**src/rtl/mem_fetch_if.sv**
```systemverilog
// mem_fetch_if: sequences one fetch/load/store at a time onto a fixed-latency single-port SRAM.
// Ports:
//   clk, rst_n                      clock (rising edge), asynchronous active-low reset
//   req_valid_i/req_ready_o         request handshake; accepted when both are high at a clk edge
//   req_ifetch_i, req_write_i       request kind: fetch, store, or load (neither set)
//   req_addr_i, req_wdata_i         byte address and store data
//   resp_valid_o, resp_err_o        one-cycle completion pulse and error flag
//   ir_o, old_pc_o, mdr_o           instruction register, last fetch address, memory data register
//   op_o, func3_o, func7_o          instruction fields decoded from ir_o
//   mem_en_o, mem_we_o, mem_addr_o  registered SRAM strobes and word address
//   mem_wdata_o, mem_rdata_i        SRAM write and read data
module mem_fetch_if #(
  parameter int ADDR_W  = 32,
  parameter int DATA_W  = 32,
  parameter int WORD_AW = 10,
  parameter int MEM_LAT = 2
) (
  input  logic               clk,
  input  logic               rst_n,
  input  logic               req_valid_i,
  input  logic               req_ifetch_i,
  input  logic               req_write_i,
  input  logic [ADDR_W-1:0]  req_addr_i,
  input  logic [DATA_W-1:0]  req_wdata_i,
  output logic               req_ready_o,
  output logic               resp_valid_o,
  output logic               resp_err_o,
  output logic [DATA_W-1:0]  ir_o,
  output logic [ADDR_W-1:0]  old_pc_o,
  output logic [DATA_W-1:0]  mdr_o,
  output logic [6:0]         op_o,
  output logic [2:0]         func3_o,
  output logic [6:0]         func7_o,
  output logic               mem_en_o,
  output logic               mem_we_o,
  output logic [WORD_AW-1:0] mem_addr_o,
  output logic [DATA_W-1:0]  mem_wdata_o,
  input  logic [DATA_W-1:0]  mem_rdata_i
);
  typedef enum logic [2:0] {IDLE, ISSUE, WAIT, DONE, ERR} state_e;
  state_e            state_q, state_d;
  logic [2:0]        cnt_q, cnt_d;
  logic              ifetch_q, ifetch_d;
  logic [ADDR_W-1:0] addr_q, addr_d;
  logic [DATA_W-1:0] wdata_q, wdata_d;
  logic              en_q, en_d;
  logic              we_q, we_d;
  logic [DATA_W-1:0] ir_q, ir_d;
  logic [ADDR_W-1:0] pc_q, pc_d;
  logic [DATA_W-1:0] mdr_q, mdr_d;
  logic              bad;
  // misaligned, contradictory kind, or beyond the SRAM word range
  assign bad = (|req_addr_i[1:0]) | (req_ifetch_i & req_write_i) | (|req_addr_i[ADDR_W-1:WORD_AW+2]);
  always_comb begin
    state_d  = state_q;
    cnt_d    = cnt_q;
    ifetch_d = ifetch_q;
    addr_d   = addr_q;
    wdata_d  = wdata_q;
    en_d     = 1'b0;
    we_d     = 1'b0;
    ir_d     = ir_q;
    pc_d     = pc_q;
    mdr_d    = mdr_q;
    unique case (state_q)
      IDLE: if (req_valid_i) begin
        ifetch_d = req_ifetch_i;
        addr_d   = req_addr_i;
        wdata_d  = req_wdata_i;
        state_d  = bad ? ERR : ISSUE;
        en_d     = !bad;
        we_d     = !bad & req_write_i;
      end
      ISSUE: begin
        state_d = we_q ? DONE : WAIT;
        cnt_d   = 3'(MEM_LAT - 1);
      end
      WAIT: if (cnt_q == 3'd0) begin
        state_d = DONE;
        ir_d    = ifetch_q ? mem_rdata_i : ir_q;
        pc_d    = ifetch_q ? addr_q : pc_q;
        mdr_d   = ifetch_q ? mdr_q : mem_rdata_i;
      end else cnt_d = cnt_q - 3'd1;
      default: state_d = IDLE;
    endcase
  end
  always_ff @(posedge clk or negedge rst_n) begin
    if (!rst_n) begin
      state_q  <= IDLE;
      cnt_q    <= '0;
      ifetch_q <= 1'b0;
      addr_q   <= '0;
      wdata_q  <= '0;
      en_q     <= 1'b0;
      we_q     <= 1'b0;
      ir_q     <= DATA_W'(32'h0000_0013);
      pc_q     <= '0;
      mdr_q    <= '0;
    end else begin
      state_q  <= state_d;
      cnt_q    <= cnt_d;
      ifetch_q <= ifetch_d;
      addr_q   <= addr_d;
      wdata_q  <= wdata_d;
      en_q     <= en_d;
      we_q     <= we_d;
      ir_q     <= ir_d;
      pc_q     <= pc_d;
      mdr_q    <= mdr_d;
    end
  end
  assign req_ready_o  = state_q == IDLE;
  assign resp_valid_o = (state_q == DONE) | (state_q == ERR);
  assign resp_err_o   = state_q == ERR;
  assign ir_o         = ir_q;
  assign old_pc_o     = pc_q;
  assign mdr_o        = mdr_q;
  assign op_o         = ir_q[6:0];
  assign func3_o      = ir_q[14:12];
  assign func7_o      = ir_q[31:25];
  assign mem_en_o     = en_q;
  assign mem_we_o     = we_q;
  assign mem_addr_o   = addr_q[WORD_AW+1:2];
  assign mem_wdata_o  = wdata_q;
endmodule

```
**config.mk**
```make
export PLATFORM = sky130hd
export DESIGN_NAME = mem_fetch_if
export DESIGN_NICKNAME = d
export VERILOG_FILES = /design/src/rtl/mem_fetch_if.sv
export SDC_FILE = /design/constraint.sdc
export NUM_CORES = 1
export LEC_CHECK = 0
export ABC_AREA = 1
export BUFFER_PORTS_ARGS = -buffer_cell sky130_fd_sc_hd__buf_2
export CAP_MARGIN = 0
export CELL_PAD_IN_SITES_DETAIL_PLACEMENT = 1
export CELL_PAD_IN_SITES_GLOBAL_PLACEMENT = 1
export CORE_MARGIN = 4
export CORE_UTILIZATION = 36
export CTS_CLUSTER_SIZE = 12
export DETAILED_ROUTE_END_ITERATION = 10
export PLACE_DENSITY = 0.78
export SLEW_MARGIN = 10
export SYNTH_ARGS = -nofsm -noshare
export SYNTH_HDL_FRONTEND = slang
export SYNTH_SLANG_ARGS = --single-unit
export TNS_END_PERCENT = 30
```
**constraint.sdc**
```tcl
create_clock -name clk -period 1.7 [get_ports clk]
set_input_delay 0.255 -clock clk [delete_from_list [all_inputs] [get_ports clk]]
set_output_delay 0.255 -clock clk [all_outputs]
set_load 0.05 [all_outputs]
```
==> run summary, run 1 <==
Iter 0 DRT Violations - 189
Tmin final - 1.621 ns
Largest net degree at the start of global routing - 65
Share of cells above drive strength 1 - 33.40%
Crit Path Class - register to primary output
Cell breakdown of the critical path - inv_2 > nand2_2 > o21ai_2 > buf_6
Antenna viol nets, final - 0
Initial Util - 36.88%
DRT Pass-1 Iters - 4
Routed vias - 5,536
Seq pwr share - 44.8%
Yosys warns - 0
Ant diodes - 0
Mapped Nets - 821
First-pass GRT wire length - 30.22 mm
Clock Skew - 0.01050 ns
Vias in the first global route - 5,905
Gate power share - 13.0%
Avg Cell Area, Syn - 9.321 µm²
Final setup TNS - 0 ns
Area growth from synthesis to layout - 30.94%
Final setup margin - 0.07925 ns
Worst slew pin tran - 0.5511 ns
Switch share - 28.15%
Fillers - 2,173
Register area - 4233 µm²
Net total in the final layout - 1,054
Yosys cell types - 22
Pwr Density - 1101 nW/µm²
Via density - 4.640
Total track usage - 18.50%
Hold Violations, Final - 0
CTS tree - done
Leakage - 4.746 nW
Cells after Synth - 718
CTS sink count - 169
Max Fclk - 617.0 MHz
DRC viols - 0
Routed length per instance - 16.11 µm
Clock Latency Late Sink - 0.43 ns
Hpwl dp - 14.28 mm
Routed wire length - 19.22 mm
Post-synthesis cell area - 6693 µm²
Yosys reg bits - 169
Outcome - finished clean
Multi-input gate area - 1783 µm²
Final Max Slew Viols - 0
CP Data Required Time - 1.44 ns
Root Driver - clkbuf_16
Die Width - 144.3 µm
Setup Viol. Count Final - 0
Post-synth top area cell - dfrtp_1
Seq/Total Area, Yosys - 63.25%
Worst VDD drop - 0.6798 mV
Critical Path Slowest Stage Cell - dfrtp_1
Type of the tightest min-delay check - primary input to register
RSZ-0062 raised after global routing - false
Core footprint - 18,150 µm²
Initial antenna violation count - 0
Port buffer count - 260
Ranking of synthesized cells by area - dfrtp_1 (62%), nand2_1 (13%), o21ai_0 (5.1%)
Ports - 261
Die Y - 144.3 µm
Worst Path Arrival - 1.37 ns
Reg clk slew, reported paths - 0.07 ns
Clock Tree Buf Depth - 2
Peak fanout along the critical path - 4
Dpl ws - 0.2092 ns
Switching power - 0.002715 W
Int Pwr - 0.006932 W
Row count - 49
Worst setup EP type - primary output
Top-area cell type share of the netlist area - 62.07%
Max cap viols - 0
Crit share post-route - 95.34%
CTS buffer count - 17
Post-CTS Setup Inserts - 0
Die area - 20,840 µm²
Clk pwr share - 42.2%
Max-slew headroom - 63.20%
GPL Wtd Cong - 0.7617
Total grt overflow - 0
Crit-path max cell delay - 0.44 ns
H-tree depth - 4
Nature of the critical path startpoint - register
final timing paths:
kind                       slack (ns)              end  cells past startpoint             from
setup / recovery                 0.08     resp_valid_o                      4       state_q[1]
hold / removal                   0.03   mem_wdata_o[4]                      3   req_wdata_i[4]
setup reg to reg                 0.17  mem_wdata_o[27]                      8       state_q[1]
hold reg to reg                  0.47  mem_wdata_o[23]                      2  mem_wdata_o[23]
max in group asynchronous        0.74      old_pc_o[5]                      3            rst_n
min in group asynchronous        0.35         mdr_o[1]                      2            rst_n
cell families (layout without fill, tap and decap cells):
kind of cell / after synthesis / after routing / share of synthesized area, %
and+or+nand+nor: 269 / 269 / 15.72
DFF: 169 / 169 / 63.25
buffers and inverters: 141 / 387 / 10.39
AOI/OAI and AO/OA: 137 / 137 / 10.26
adders and majority gates: 2 / 2 / 0.3738
layout make-up:
type / instances / area share (%)
timing repair buffer: 274 / 17.50
clock inverter: 14 / 2.099
multi-input combinational: 408 / 20.35
inverter: 81 / 3.469
sequential: 169 / 48.30
clock buffer: 18 / 5.011
tap: 229 / 3.270
cell usage after synthesis:
library cell  count
nand3_1           3
nand2_1         239
o22ai_1           1
nor3_1            1
dfstp_2           3
inv_2             6
nand2_2           2
nor2_1           20
nor2_8            1
o21ai_1          64
clkbuf_1          2
nand3_2           1
a21oi_1           4
nor2_4            1
ha_1              2
buf_2            25
o21ai_0          68
buf_4            30
inv_1            75
dfrtp_1         166
buf_6             3
nand4_1           1
repair_timing:
item	CTS	global route
endpoints found under the hold margin	38	0
endpoints found under the setup margin	3	2
gates resized for setup	6	2
hold buffers	1	0
critical path, delay by kind of cell (launching register included):
kind	cells	cell delay, ns
flops	1	0.44
buf+inv	2	0.26
compound gates	1	0.16
simple gates	1	0.09
flip-flops by register name (all words and copies together), names as in the netlist:
register	count
mem_en_o	1
old_pc_o	32
mem_wdata_o	32
ir_o	32
mdr_o	32
cnt_q	3
mem_we_o	1
ifetch_q	1
state_q	3
addr_q	32
layout by cell type (no fill, tap or decap), types with 2 or more instances in the layout:
cell	instances
a21oi_1	4
buf_12	8
buf_2	256
buf_4	5
buf_6	4
bufinv_16	3
clkbuf_16	17
clkinv_4	3
dfrtp_1	166
dfstp_2	3
ha_1	2
inv_1	75
inv_2	6
inv_6	5
nand2_1	239
nand2_2	2
nand3_1	2
nor2_1	19
o21ai_0	67
o21ai_1	64
routing by layer:
metal / vias to the layer above / share of wire [%] / GRT usage (%)
met4: 0 / 2.5 / 6.578
li1: 2671 / - / -
met5: - / 0 / 0
met2: 183 / 50 / 32.14
met1: 2650 / 40 / 21.72
met3: 32 / 7.2 / 5.622
metrics by stage:
step	instances	total power [W]	area [µm²]	utilization, %	hold slack [ns]
2_1_floorplan	718	0.005202	6693	-	-0.04059
3_3_place_gp	1160	0.005617	8105	44.66	0.2431
3_5_place_dp	1160	0.005655	8105	44.66	0.2450
4_1_cts	1193	0.009806	8757	48.26	0.002263
5_1_grt	1193	0.01008	8763	48.29	0.01623
6_report	1193	0.009648	8763	48.29	0.02839
power by group through the flow:
stage | Clock (W) | Combinational [W] | Sequential, W
after detailed placement | 0 | 0.00126 | 0.00439
after CTS | 0.00421 | 0.00128 | 0.00432
after floorplan | 0 | 0.000470 | 0.00473
after global routing | 0.00437 | 0.00137 | 0.00434
final | 0.00407 | 0.00125 | 0.00432
after global placement | 0 | 0.00123 | 0.00439
Power figures use the tool's default switching activity.
==> inputs of run 2 (changes only) <==
--- a/config.mk
+++ b/config.mk
@@ -10,6 +10,7 @@
 export CAP_MARGIN = 0
 export CELL_PAD_IN_SITES_DETAIL_PLACEMENT = 1
 export CELL_PAD_IN_SITES_GLOBAL_PLACEMENT = 1
+export CORE_ASPECT_RATIO = 0.7
 export CORE_MARGIN = 4
 export CORE_UTILIZATION = 36
 export CTS_CLUSTER_SIZE = 12
==> run summary, run 2 (same netlist as run 1, synthesis figures left out) <==
CP Data Required Time - 1.44 ns (about the same)
Hpwl dp - 13.89 mm (-2.7%)
Crit Path Class - register to primary output
CTS buffer count - 17 (unchanged)
Total track usage - 18.23% (-0.27 points)
Max cap viols - 0 (unchanged)
Area growth from synthesis to layout - 30.34%
Clock Latency Late Sink - 0.42 ns (about the same)
WHS Path Cells - 3 (unchanged)
RSZ-0062 raised after global routing - false
Outcome - finished clean
DRT met1 WL - 8.200 mm (+7.2%)
Final setup TNS - 0 ns (unchanged)
Clock Skew - 0.01064 ns (+0.0001328 ns)
Met3 WL - 1.830 mm (+31%)
Hold Violations, Final - 0 (unchanged)
Worst Path Arrival - 1.35 ns (-0.02 ns)
Max Fclk - 622.4 MHz (+0.87%)
Total power - 0.009458 W (-2.0%)
CTS tree - done
Post-CTS Setup Inserts - 0 (unchanged)
Worst setup EP type - primary output
Vias in the first global route - 5,659 (-4.2%)
Iter 0 DRT Violations - 282 (+49%)
Initial antenna violation count - 2 (+2)
Peak fanout along the critical path - 3 (-1)
Dpl ws - 0.1957 ns (-0.01349 ns)
GPL Wtd Cong - 0.7845 (+3.0%)
Ports - 261 (unchanged)
Most frequent cells in the layout - buf_2 (256), nand2_1 (239), dfrtp_1 (165), inv_1 (75), o21ai_0 (67)
Nature of the critical path startpoint - register
RR Endpoint - ir_o[6]
Row count - 41 (-16%)
Share of cells above drive strength 1 - 33.23% (-0.17 points)
Die Y - 122.1 µm (-15%)
Type of the tightest min-delay check - primary input to register
Commonest non-fill, non-tap cell in the layout - buf_2
Net total in the final layout - 1,053 (-0.095%)
Routed wl met2 - 8.863 mm (-8.7%)
DRT Pass-1 Iters - 5 (+1)
Root Driver - clkbuf_16
H-tree depth - 4 (unchanged)
Final setup margin - 0.09331 ns (+0.01406 ns)
Multi-input gate area - 1780 µm² (-0.14%)
Leakage - 4.715 nW (-0.66%)
Hold_ws - 0.02846 ns (+0.00006400 ns)
Clock Tree Buf Depth - 2 (unchanged)
Via density - 4.584 (-1.2%)
Reg2Reg Depth - 8 (unchanged)
Worst VDD drop - 0.6150 mV (-9.5%)
First-pass GRT wire length - 29.90 mm (-1.1%)
Die Width - 171.0 µm (+18%)
Port buffer count - 260 (unchanged)
Tmin final - 1.607 ns (-0.01406 ns)
Initial Util - 36.96% (+0.079 points)
Pwr Density - 1084 nW/µm² (-1.5%)
Antenna viol nets, final - 0 (unchanged)
CTS sink count - 169 (unchanged)
Routed length per instance - 15.95 µm (-1.0%)
Die area - 20,870 µm² (+0.17%)
Total grt overflow - 0 (unchanged)
DRC viols - 0 (unchanged)
Fillers - 2,195 (+1.0%)
Final Max Slew Viols - 0 (unchanged)
Worst slew pin tran - 0.5399 ns (-0.01125 ns)
Routed wire length - 19.14 mm (-0.46%)
Reg2Reg Setup Slack - 0.20 ns (+0.03 ns)
Crit share post-route - 94.51% (-0.83 points)
Hold Crit Endpoint - mem_wdata_o[20]
R2R Path Start - cnt_q[0]
Reg clk slew, reported paths - 0.07 ns (about the same)
Routed vias - 5,501 (-0.63%)
Largest net degree at the start of global routing - 73 (+12%)
Core footprint - 18,110 µm² (-0.21%)
Max-slew headroom - 63.95% (+0.75 points)
Top Metal Used - met5
Hold wc startpoint - req_wdata_i[20]
Setup Viol. Count Final - 0 (unchanged)
Register area - 4234 µm² (about the same)
[run 2: how the worst max path moves through the flow]
stage                          end  slack, ns  startpoint
global placement           ir_o[6]       0.29    cnt_q[0]
finish                  resp_err_o       0.09  state_q[0]
CTS                   resp_valid_o       0.06  state_q[2]
global route            resp_err_o      0.004  state_q[0]
detailed placement    old_pc_o[28]       0.20    cnt_q[0]
floorplan           mem_wdata_o[0]       0.17  state_q[1]
[run 2: stage by stage]
step / std cells / util (%) / area [µm²]
2_1_floorplan: 718 / - / 6693
3_3_place_gp: 1166 / 44.70 / 8094
3_5_place_dp: 1166 / 44.70 / 8094
4_1_cts: 1199 / 48.08 / 8706
5_1_grt: 1200 / 48.17 / 8723
6_report: 1200 / 48.17 / 8723
[run 2: what timing repair did]
| action | in CTS | in global routing |
|---|---|---|
| resized for setup | 2 | 5 |
| cloned | 0 | 0 |
| hold buffers | 1 | 0 |
| hold endpoints to repair | 36 | 0 |
| endpoints found under the setup margin | 2 | 1 |
[run 2: critical path, stage by stage, from the launching register on]
cell,delay (ns)
dfrtp_1,0.40
inv_2,0.10
nand2_2,0.09
nor2_1,0.09
clkbuf_4,0.25
[run 2: per-layer routing]
layer / GRT usage (%) / vias to the layer above
met3: 7.266 / 23
li1: - / 2660
met4: 5.146 / 2
met5: 0 / -
met2: 29.35 / 184
met1: 22.93 / 2632
[run 2: final cells by class]
| cell class | instances | area share, % |
|---|---|---|
| Sequential cell | 169 | 48.54 |
| Tap cell | 236 | 3.385 |
| Inverter | 81 | 3.485 |
| Multi-Input combinational cell | 408 | 20.41 |
| Clock buffer | 20 | 5.235 |
| Timing Repair Buffer | 273 | 17.31 |
| Antenna cell | 1 | 0.02869 |
| Clock inverter | 12 | 1.606 |
[run 2: where the power goes]
group	switching (W)	internal, W	total, W
Sequential	0.0000991	0.00422	0.00432
Clock	0.00163	0.00226	0.00389
Combinational	0.000935	0.000314	0.00125
Total	0.00266	0.00680	0.00946
